<file path="src/rtl/mem_access_ctrl_pkg.sv">
// Shared encodings for the MEM-stage data-port controller.
// Holds the FSM states, byte-enable constants, access-size codes and the alignment rule.
package mem_access_ctrl_pkg;

    typedef enum logic [1:0] {
        ST_IDLE = 2'd0,
        ST_REQ  = 2'd1,
        ST_DONE = 2'd2
    } state_t;

    localparam logic [3:0] BE_WORD = 4'b1111;

    // Size codes match the byteword control bit from decode
    localparam logic BYTE = 1'b0;
    localparam logic WORD = 1'b1;

    // A word access is legal only at a word-aligned address
    function automatic logic is_misaligned(input logic byteword, input logic [1:0] addr_lo);
        return (byteword == WORD) && (addr_lo != 2'b00);
    endfunction

endpackage

</file>
<file path="src/rtl/mem_access_ctrl_if.sv">
// Data-cache request/acknowledge port.
// The controller drives it through the master modport; the cache or its model uses slave.
interface mem_access_ctrl_if #(
    parameter int ADDR_W = 32
);
    logic              dc_req;
    logic              dc_we;
    logic [ADDR_W-1:0] dc_addr;
    logic [3:0]        dc_be;
    logic [31:0]       dc_wdata;
    logic              dc_ack;
    logic [31:0]       dc_rdata;

    modport master (
        output dc_req, dc_we, dc_addr, dc_be, dc_wdata,
        input  dc_ack, dc_rdata
    );

    modport slave (
        input  dc_req, dc_we, dc_addr, dc_be, dc_wdata,
        output dc_ack, dc_rdata
    );
endinterface

</file>
<file path="src/rtl/mem_access_ctrl_byte_lane.sv">
// Combinational little-endian byte-lane steering.
// Computes store enables and replicated store data, and extracts and zero-extends load data.
module mem_byte_lane
    import mem_access_ctrl_pkg::*;
(
    input  logic        byteword,
    input  logic [1:0]  addr_lo,
    input  logic [31:0] wdata,
    input  logic [31:0] dc_rdata,
    output logic [3:0]  be,
    output logic [31:0] wdata_out,
    output logic [31:0] rdata_fmt
);
    logic [7:0] rd_bytes [4];
    logic [3:0] byte_be;

    for (genvar gi = 0; gi < 4; gi++) begin : g_lane
        assign rd_bytes[gi] = dc_rdata[8*gi +: 8];
        assign byte_be[gi]  = (addr_lo == 2'(gi));
    end

    // A byte store copies the byte into every lane; the enables select the lane that is written
    assign be        = (byteword == WORD) ? BE_WORD  : byte_be;
    assign wdata_out = (byteword == WORD) ? wdata    : {4{wdata[7:0]}};
    assign rdata_fmt = (byteword == WORD) ? dc_rdata : {24'b0, rd_bytes[addr_lo]};

endmodule

</file>
<file path="src/rtl/mem_access_ctrl.sv">
// MEM-stage load/store controller: issues one data-cache transaction per instruction,
// stalls the pipeline until it completes, and reports misalignment and port timeouts.
module mem_access_ctrl
    import mem_access_ctrl_pkg::*;
#(
    parameter int ADDR_W  = 32,
    parameter int TIMEOUT = 64
) (
    input  logic              clk,
    input  logic              reset,
    input  logic              memread,
    input  logic              memwrite,
    input  logic              byteword,
    input  logic [ADDR_W-1:0] addr,
    input  logic [31:0]       wdata,
    output logic              stall,
    output logic [31:0]       rdata,
    output logic              rdata_valid,
    output logic              exc_misaligned,
    output logic              bus_err,
    mem_access_ctrl_if.master dc
);
    localparam int CNT_W = $clog2(TIMEOUT);

    state_t            state_reg, state_next;
    logic [CNT_W-1:0]  cnt_reg, cnt_next;
    logic              req_reg, req_next;
    logic              we_reg, we_next;
    logic [ADDR_W-1:0] addr_reg, addr_next;
    logic [3:0]        be_reg, be_next;
    logic [31:0]       wdata_reg, wdata_next;
    logic [31:0]       rdata_reg, rdata_next;
    logic              rv_reg, rv_next;
    logic              mis_reg, mis_next;
    logic              err_reg, err_next;

    logic              op;
    logic [3:0]        lane_be;
    logic [31:0]       lane_wdata;
    logic [31:0]       lane_rdata;

    assign op = memread | memwrite;

    // The EX/MEM register is frozen while stalled, so the live address and size
    // still describe the outstanding access when the read data returns.
    mem_byte_lane u_lane (
        .byteword  (byteword),
        .addr_lo   (addr[1:0]),
        .wdata     (wdata),
        .dc_rdata  (dc.dc_rdata),
        .be        (lane_be),
        .wdata_out (lane_wdata),
        .rdata_fmt (lane_rdata)
    );

    always_ff @(posedge clk) begin
        if (reset) begin
            state_reg <= ST_IDLE;
            cnt_reg   <= '0;
            req_reg   <= 1'b0;
            we_reg    <= 1'b0;
            addr_reg  <= '0;
            be_reg    <= '0;
            wdata_reg <= '0;
            rdata_reg <= '0;
            rv_reg    <= 1'b0;
            mis_reg   <= 1'b0;
            err_reg   <= 1'b0;
        end else begin
            state_reg <= state_next;
            cnt_reg   <= cnt_next;
            req_reg   <= req_next;
            we_reg    <= we_next;
            addr_reg  <= addr_next;
            be_reg    <= be_next;
            wdata_reg <= wdata_next;
            rdata_reg <= rdata_next;
            rv_reg    <= rv_next;
            mis_reg   <= mis_next;
            err_reg   <= err_next;
        end
    end

    always_comb begin
        state_next = state_reg;
        cnt_next   = cnt_reg;
        req_next   = req_reg;
        we_next    = we_reg;
        addr_next  = addr_reg;
        be_next    = be_reg;
        wdata_next = wdata_reg;
        rdata_next = rdata_reg;
        rv_next    = 1'b0;
        mis_next   = 1'b0;
        err_next   = 1'b0;

        case (state_reg)
            ST_IDLE: begin
                if (op) begin
                    if (memread && memwrite) begin
                        err_next   = 1'b1;
                        state_next = ST_DONE;
                    end else if (is_misaligned(byteword, addr[1:0])) begin
                        mis_next   = 1'b1;
                        state_next = ST_DONE;
                    end else begin
                        addr_next  = {addr[ADDR_W-1:2], 2'b00};
                        be_next    = lane_be;
                        wdata_next = lane_wdata;
                        we_next    = memwrite;
                        req_next   = 1'b1;
                        cnt_next   = '0;
                        state_next = ST_REQ;
                    end
                end
            end
            ST_REQ: begin
                cnt_next = cnt_reg + 1'b1;
                if (dc.dc_ack) begin
                    req_next   = 1'b0;
                    state_next = ST_DONE;
                    if (!we_reg) begin
                        rdata_next = lane_rdata;
                        rv_next    = 1'b1;
                    end
                end else if (cnt_reg == CNT_W'(TIMEOUT - 1)) begin
                    req_next   = 1'b0;
                    err_next   = 1'b1;
                    state_next = ST_DONE;
                end
            end
            ST_DONE: begin
                state_next = ST_IDLE;
            end
            default: begin
                state_next = ST_IDLE;
                req_next   = 1'b0;
            end
        endcase
    end

    // Low in DONE so the pipeline advances exactly once per instruction
    assign stall = ((state_reg == ST_IDLE) && op) || (state_reg == ST_REQ);

    assign rdata          = rdata_reg;
    assign rdata_valid    = rv_reg;
    assign exc_misaligned = mis_reg;
    assign bus_err        = err_reg;

    assign dc.dc_req   = req_reg;
    assign dc.dc_we    = we_reg;
    assign dc.dc_addr  = addr_reg;
    assign dc.dc_be    = be_reg;
    assign dc.dc_wdata = wdata_reg;

endmodule

</file>
<file path="src/flat_wrapper.sv">
// flat-port wrapper written by rule: the top's interface ports become plain ports
module mem_access_ctrl_flat import mem_access_ctrl_pkg::*;
#(
    parameter int ADDR_W  = 32,
    parameter int TIMEOUT = 64
)
  (clk, reset, memread, memwrite, byteword, addr, wdata, stall, rdata, rdata_valid, exc_misaligned, bus_err, dc_dc_req, dc_dc_we, dc_dc_addr, dc_dc_be, dc_dc_wdata, dc_dc_ack, dc_dc_rdata);
  mem_access_ctrl_if #(.ADDR_W(ADDR_W)) dc_i ();
  input  logic clk;
  input  logic reset;
  input  logic memread;
  input  logic memwrite;
  input  logic byteword;
  input  logic [ADDR_W-1:0] addr;
  input  logic [31:0] wdata;
  output logic stall;
  output logic [31:0] rdata;
  output logic rdata_valid;
  output logic exc_misaligned;
  output logic bus_err;
  output wire logic [$bits(dc_i.dc_req)-1:0] dc_dc_req;
  output wire logic [$bits(dc_i.dc_we)-1:0] dc_dc_we;
  output wire logic [$bits(dc_i.dc_addr)-1:0] dc_dc_addr;
  output wire logic [$bits(dc_i.dc_be)-1:0] dc_dc_be;
  output wire logic [$bits(dc_i.dc_wdata)-1:0] dc_dc_wdata;
  input wire logic [$bits(dc_i.dc_ack)-1:0] dc_dc_ack;
  input wire logic [$bits(dc_i.dc_rdata)-1:0] dc_dc_rdata;
  assign dc_dc_req = dc_i.dc_req;
  assign dc_dc_we = dc_i.dc_we;
  assign dc_dc_addr = dc_i.dc_addr;
  assign dc_dc_be = dc_i.dc_be;
  assign dc_dc_wdata = dc_i.dc_wdata;
  assign dc_i.dc_ack = dc_dc_ack;
  assign dc_i.dc_rdata = dc_dc_rdata;
  mem_access_ctrl #(.ADDR_W(ADDR_W), .TIMEOUT(TIMEOUT)) u_core (.clk(clk), .reset(reset), .memread(memread), .memwrite(memwrite), .byteword(byteword), .addr(addr), .wdata(wdata), .stall(stall), .rdata(rdata), .rdata_valid(rdata_valid), .exc_misaligned(exc_misaligned), .bus_err(bus_err), .dc(dc_i));
endmodule
</file>
<file path="config.mk">
export PLATFORM = sky130hd
export DESIGN_NAME = mem_access_ctrl_flat
export DESIGN_NICKNAME = d
export VERILOG_FILES = /design/src/rtl/mem_access_ctrl_pkg.sv /design/src/rtl/mem_access_ctrl_if.sv /design/src/rtl/mem_access_ctrl_byte_lane.sv /design/src/rtl/mem_access_ctrl.sv /design/src/flat_wrapper.sv
export SDC_FILE = /design/constraint.sdc
export NUM_CORES = 1
export LEC_CHECK = 0
export ABC_AREA = 1
export BUFFER_PORTS_ARGS = -buffer_cell sky130_fd_sc_hd__buf_2
export CORE_ASPECT_RATIO = 1.2
export CORE_UTILIZATION = 35
export DETAILED_ROUTE_END_ITERATION = 6
export PLACE_DENSITY = 0.75
export SYNTH_ARGS = -nofsm -noshare
export SYNTH_HDL_FRONTEND = slang
export SYNTH_SLANG_ARGS = --single-unit
</file>
<file path="constraint.sdc">
create_clock -name clk -period 1.25 [get_ports clk]
set_input_delay 0.1875 -clock clk [delete_from_list [all_inputs] [get_ports clk]]
set_output_delay 0.1875 -clock clk [all_outputs]
set_load 0.02 [all_outputs]
</file>
# After elaboration in Yosys (flattened, before gate mapping)

Index checks and enable logic that the tools add are counted.

Register bits after elaboration: 111
Bits in latches: 0
Bits in writable memories: 0
Memory bits (read-only): 0
Input port bits: 102
Output and inout bits: 106
Memories: 0

Add/subtract/negate cells: 1
Multipliers: 0
Divide/modulo/power cells: 0
Magnitude comparators: 1
Equal/unequal tests: 10
Shift-type cells: 0
Muxes and demuxes: 29
Bitwise gates (word level): 10
Reductions and logical operators: 15

Operator list:

| cell                | number |
|---|---|
| $mux 32             | 2 |
| $mux 6              | 3 |
| $bmux 8 s2          | 1 |
| $mux 8              | 2 |
| $pmux 6 s2          | 1 |
| $mux 1              | 11 |
| $mux 2              | 5 |
| $not 1->1           | 8 |
| $reduce_and 4->1    | 2 |
| $add 6x1->6 const B | 1 |
| $eq 2x2->1 const B  | 3 |
| $eq 6x6->1 const B  | 1 |
| $reduce_and 5->1    | 1 |
| $eq 2x1->1 const B  | 2 |
| $logic_not 2->1     | 2 |
| $mux 4              | 1 |
| $ne 2x2->1 const B  | 2 |
| $pmux 2 s2          | 1 |
| $reduce_bool 2->1   | 2 |
| $reduce_or 4->1     | 1 |
| $ge 3x3->1 const B  | 1 |
| $logic_and 1x1->1   | 3 |
| $ne 3x2->1 const B  | 1 |
| $not 2->3           | 1 |
| 8 further kinds     | 8 |

# Longest topological paths before layout

Depth after elaboration: 6
Gate-level depth with buffers: 9
Mapped depth without buffers: 9

# Hierarchy

Synthesis repeated with hierarchy kept, for this count alone.

Cell total of the unflattened synthesis: 706
Area, all modules: 4850.9 um2

Modules (own cells, without submodules):

| module          | times used | cells an instance | area each (um2) | sequential area each (um2) |
|---|---|---|---|---|
| mem_access_ctrl | 1          | 520               | 4027.6          | 2222.1 |
| mem_byte_lane   | 1          | 186               | 823.3           | 0.0 |

# Least setup slack after synthesis

No wires, ideal clock.

Kind: reg-to-reg
Start: reg u_core.we_reg (netlist: u_core.dc.dc_we)
End: reg u_core.rdata_reg[2] (netlist: u_core.rdata[2])
Setup time: 120 ps
Data arrival time: 1168 ps
Path slack: -38 ps
Cell stages (with the launch flop): 6
Cell sequence: dfxtp_1 nor3_4 inv_2 buf_2 a21oi_1 a21oi_1

Cells in the longest elaborated chain, start to end: 2

RTL lines:

| item                       | line                  | source |
|---|---|---|
| from (decl)                | mem_access_ctrl.sv:28 | `logic we_reg, we_next;` |
| from (signal assigned)     | mem_access_ctrl.sv:73 | `we_reg <= we_next;` |
| $not 1->1 (no line)        | n/a                   |  |
| $reduce_and 3->1 (no line) | n/a                   |  |
| to (signal assigned)       | mem_access_ctrl.sv:77 | `rdata_reg <= rdata_next;` |
| to (decl)                  | mem_access_ctrl.sv:32 | `logic [31:0] rdata_reg, rdata_next;` |

No other way between the ends.
A chain may end at the register's enable or synchronous reset.

# Final worst setup path

Start: reg u_core.state_reg[0]
End: out stall

Cells in the longest elaborated chain, start to end: 3
Elaborated cells between the ends (all ways): 4

RTL lines:

| item                   | line                   | source |
|---|---|---|
| from (decl)            | mem_access_ctrl.sv:25  | `state_t state_reg, state_next;` |
| from (signal assigned) | mem_access_ctrl.sv:70  | `state_reg <= state_next;` |
| $logic_not 2->1        | mem_access_ctrl.sv:143 | `assign stall = ((state_reg == ST_IDLE) && op) \|\| (state_reg == ST_REQ);` |
| $logic_and 1x1->1      | mem_access_ctrl.sv:143 |  |
| $logic_or 1x1->1 (*)   | mem_access_ctrl.sv:143 |  |
| to (decl)              | flat_wrapper.sv:16     | `output logic stall;` |

Every way passes the cells marked *; elsewhere a longest branch is shown, timed or not.

==> results.py <==
metrics = {
    "run_status": {
        "status": "finished, violations left",
        "violations": "setup timing",
    },
    "global_routing": {
        "grt_pass1_vias": 4736,
        "grt_max_degree": 46,
        "overflow": 0,
        "antenna_found_initial": 0,
        "grt_pass1_wl_um": 23750,
        "grt_usage_pct": 22.35,
    },
    "routing": {
        "wire_per_inst_um": 15.95,
        "first_iter_violations": 287,
        "drc": 0,
        "ant_nets": 0,
        "totalWireLength_um": 16580,
        "firstDrtPassIters": 5,
        "vias": 5215,
        "vias_per_cell": 5.014,
    },
    "die": {
        "ios": 208,
        "dieWidth_um": 106.2,
        "fp.coreArea_um2": 12670,
        "dieArea_um2": 13500,
        "die_h_um": 127.1,
        "rows": 45,
        "start_util_pct": 36.01,
    },
    "clocking": {
        "cts_tree": "done",
        "cts_sinks": 111,
        "clk_pin_slew_ns": 0.07,
        "ctsHoldBuffers": 0,
        "cts_buffers": 9,
        "cts_htree_levels": 3,
        "cts-root-buf": "clkbuf_16",
        "clock_tree.buffer_depth": 2,
        "clock_latency_ns": 0.34,
    },
    "yosys": {
        "ys_warn_count": 0,
        "syn_inst": 627,
        "synth-edff-count": 0,
        "synth.most_common_cell": "nor2_1",
        "syn_area_um2": 4562,
        "synth_ff_type": "dfxtp_1",
        "synth.top_cell.area_share_pct": 48.71,
        "synthArstFlopShare_pct": 0,
        "synth.area.top_cells": "dfxtp_1, nor2_1, nand2_1, o21ai_0, nand3_1",
        "ys_seq_elements": 111,
        "synth_cell_types": 32,
        "seq_area_frac_synth_pct": 48.71,
        "avgSynthCellArea_um2": 7.276,
        "synth_area_leader_cell": "dfxtp_1",
        "synth_common_cells": "nor2_1, nand2_1, dfxtp_1, o21ai_0, nand3_1",
    },
    "sta": {
        "finalCritPeriodShare_pct": 112.7,
        "rsz0062_at_grt": "true",
        "whs_ns": 0.05833,
        "final-hold-violation-count": 0,
        "setup_slack_ns": -0.1590,
        "layout_min_cycle_time_ns": 1.409,
        "setup_viol": 78,
        "skew_ns": 0.004795,
        "drv_slew": 0,
        "fmax_mhz": 709.7,
    },
    "place": {
        "dp_hpwl_um": 9864,
        "placed_area_um2": 5918,
        "place.port_buffers": 205,
        "routabilityCongestion": 0.8232,
    },
    "critical_path": {
        "startpoint_type": "register",
        "crit_top_cell": "buf_6",
        "crit_type": "reg -> out",
        "r2r_setup_slack_ns": -0.16,
        "crit_required_ns": 1.06,
        "rr_worst_depth": 8,
        "cp_slowest_cell": "dfxtp_4",
        "end_kind": "output pin",
        "crit_path_max_incr_delay_ns": 0.37,
        "crit_buf_inv": 2,
        "cp_max_fo": 3,
        "r2r_end": "u_core.cnt_reg[0]$_SDFFE_PP0P_",
        "crit_chain": "nor2_4, nand2_2, buf_6, nand2_4, buf_6",
        "arrival_ns": 1.22,
        "reg2reg_from": "u_core.state_reg[0]$_SDFFE_PP0P_",
        "cp_top_family": "flip-flops",
    },
    "cells_and_area": {
        "area_growth_pct": 60.83,
        "insertedDiodeCount": 0,
        "drive_gt1_share_pct": 48.29,
        "layout.nets": 974,
        "final_area_um2": 7337,
    },
    "hold_path": {
        "hold_start": "addr[28]",
        "hold_class": "in -> reg",
        "min_to": "u_core.dc.dc_addr[28]$_SDFFE_PP0P_",
        "hold_depth": 3,
    },
    "power_and_ir_drop": {
        "power_density_nw_per_um2": 1308,
        "worst_ir_drop_vdd_mv": 0.6706,
        "leakage_uw": 0.003575,
    },
    "job": {
        "cap_violations": 0,
    },
}
==> timing repair <==
action,CTS,global route
gates cloned,11,6
endpoints found under the setup margin,78,109
gates resized for setup,113,99
buffers inserted,11,5
pin swaps,28,8
==> kinds of logic after synthesis <==
logic type	Yosys count	synth area share [%]
AOI/OAI and AO/OA	139	16.18
buffers and inverters	65	7.214
and+or+nand+nor	310	27.54
adders and majority gates	1	0.2742
other	1	0.08220
DFF	111	48.71
==> layer usage <==
metal,vias up,share of wire (%),global-route usage (%),wire [µm]
met5,-,0,0,0
li1,2522,-,-,-
met1,2435,40,26.07,6560
met3,44,6.0,4.694,999
met2,214,51,39.19,8412
met4,0,3.7,9.967,611
==> power breakdown <==
group | switching [µW] | internal, µW
sequential | 164 | 3840
combinational | 1520 | 1120
clock | 1390 | 1570
==> how the worst max path moves through the flow <==
stage                     slack [ns]                             start  cells after the start                                  end
after floorplan               -0.005  u_core.state_reg[1]$_SDFFE_PP0P_                      8   u_core.dc.dc_addr[22]$_SDFFE_PP0P_
after global placement         -0.09                           addr[0]                      7      u_core.dc.dc_be[2]$_SDFFE_PP0P_
after detailed placement       -0.13                           addr[0]                      7      u_core.dc.dc_be[1]$_SDFFE_PP0P_
after CTS                      -0.14  u_core.state_reg[0]$_SDFFE_PP0P_                      5                                stall
after global routing           -0.20  u_core.state_reg[0]$_SDFFE_PP0P_                      9  u_core.dc.dc_wdata[21]$_SDFFE_PP0P_
final                          -0.16  u_core.state_reg[0]$_SDFFE_PP0P_                      5                                stall
==> cell usage in the layout (no fill, tap or decap), types with 14 or more instances in the layout <==
master	instances
o21ai_2	29
o21ai_1	23
nand3_1	28
clkbuf_16	14
dfxtp_1	106
inv_1	20
o21ai_0	50
nor2_2	53
buf_2	204
a21oi_1	17
buf_4	30
nor2_1	78
nand2_1	119
==> final cells by class <==
| cell class | instances | area (µm²) |
|---|---|---|
| repair buffers | 271 | 1984 |
| inverters | 26 | 112.6 |
| clock buffers | 10 | 229.0 |
| flip-flops and latches | 111 | 2233 |
| clock inverters | 6 | 67.56 |
| multi-input cells | 452 | 2505 |
| fillers | 1160 | 5331 |
| well taps | 164 | 205.2 |
==> worst min-delay path: cells and delay by family <==
| family | cells | cell delay (ns) |
|---|---|---|
| buf+inv | 1 | 0.08 |
| simple gates | 2 | 0.11 |
==> stage by stage <==
step / instances / TNS [ns] / total power, µW / utilization [%] / worst slack [ns]
finish: 1040 / -9.396 / 9599 / 57.92 / -0.1590
global route: 1040 / -14.12 / 9989 / 57.92 / -0.2007
CTS: 1030 / -7.633 / 9368 / 54.10 / -0.1440
detailed placement: 993 / -4.229 / 5920 / 46.72 / -0.1300
floorplan: 628 / -0.06748 / 5171 / - / -0.004907
global placement: 993 / -2.410 / 5902 / 46.72 / -0.09337
No activity file was read; power rests on OpenSTA's default activity.
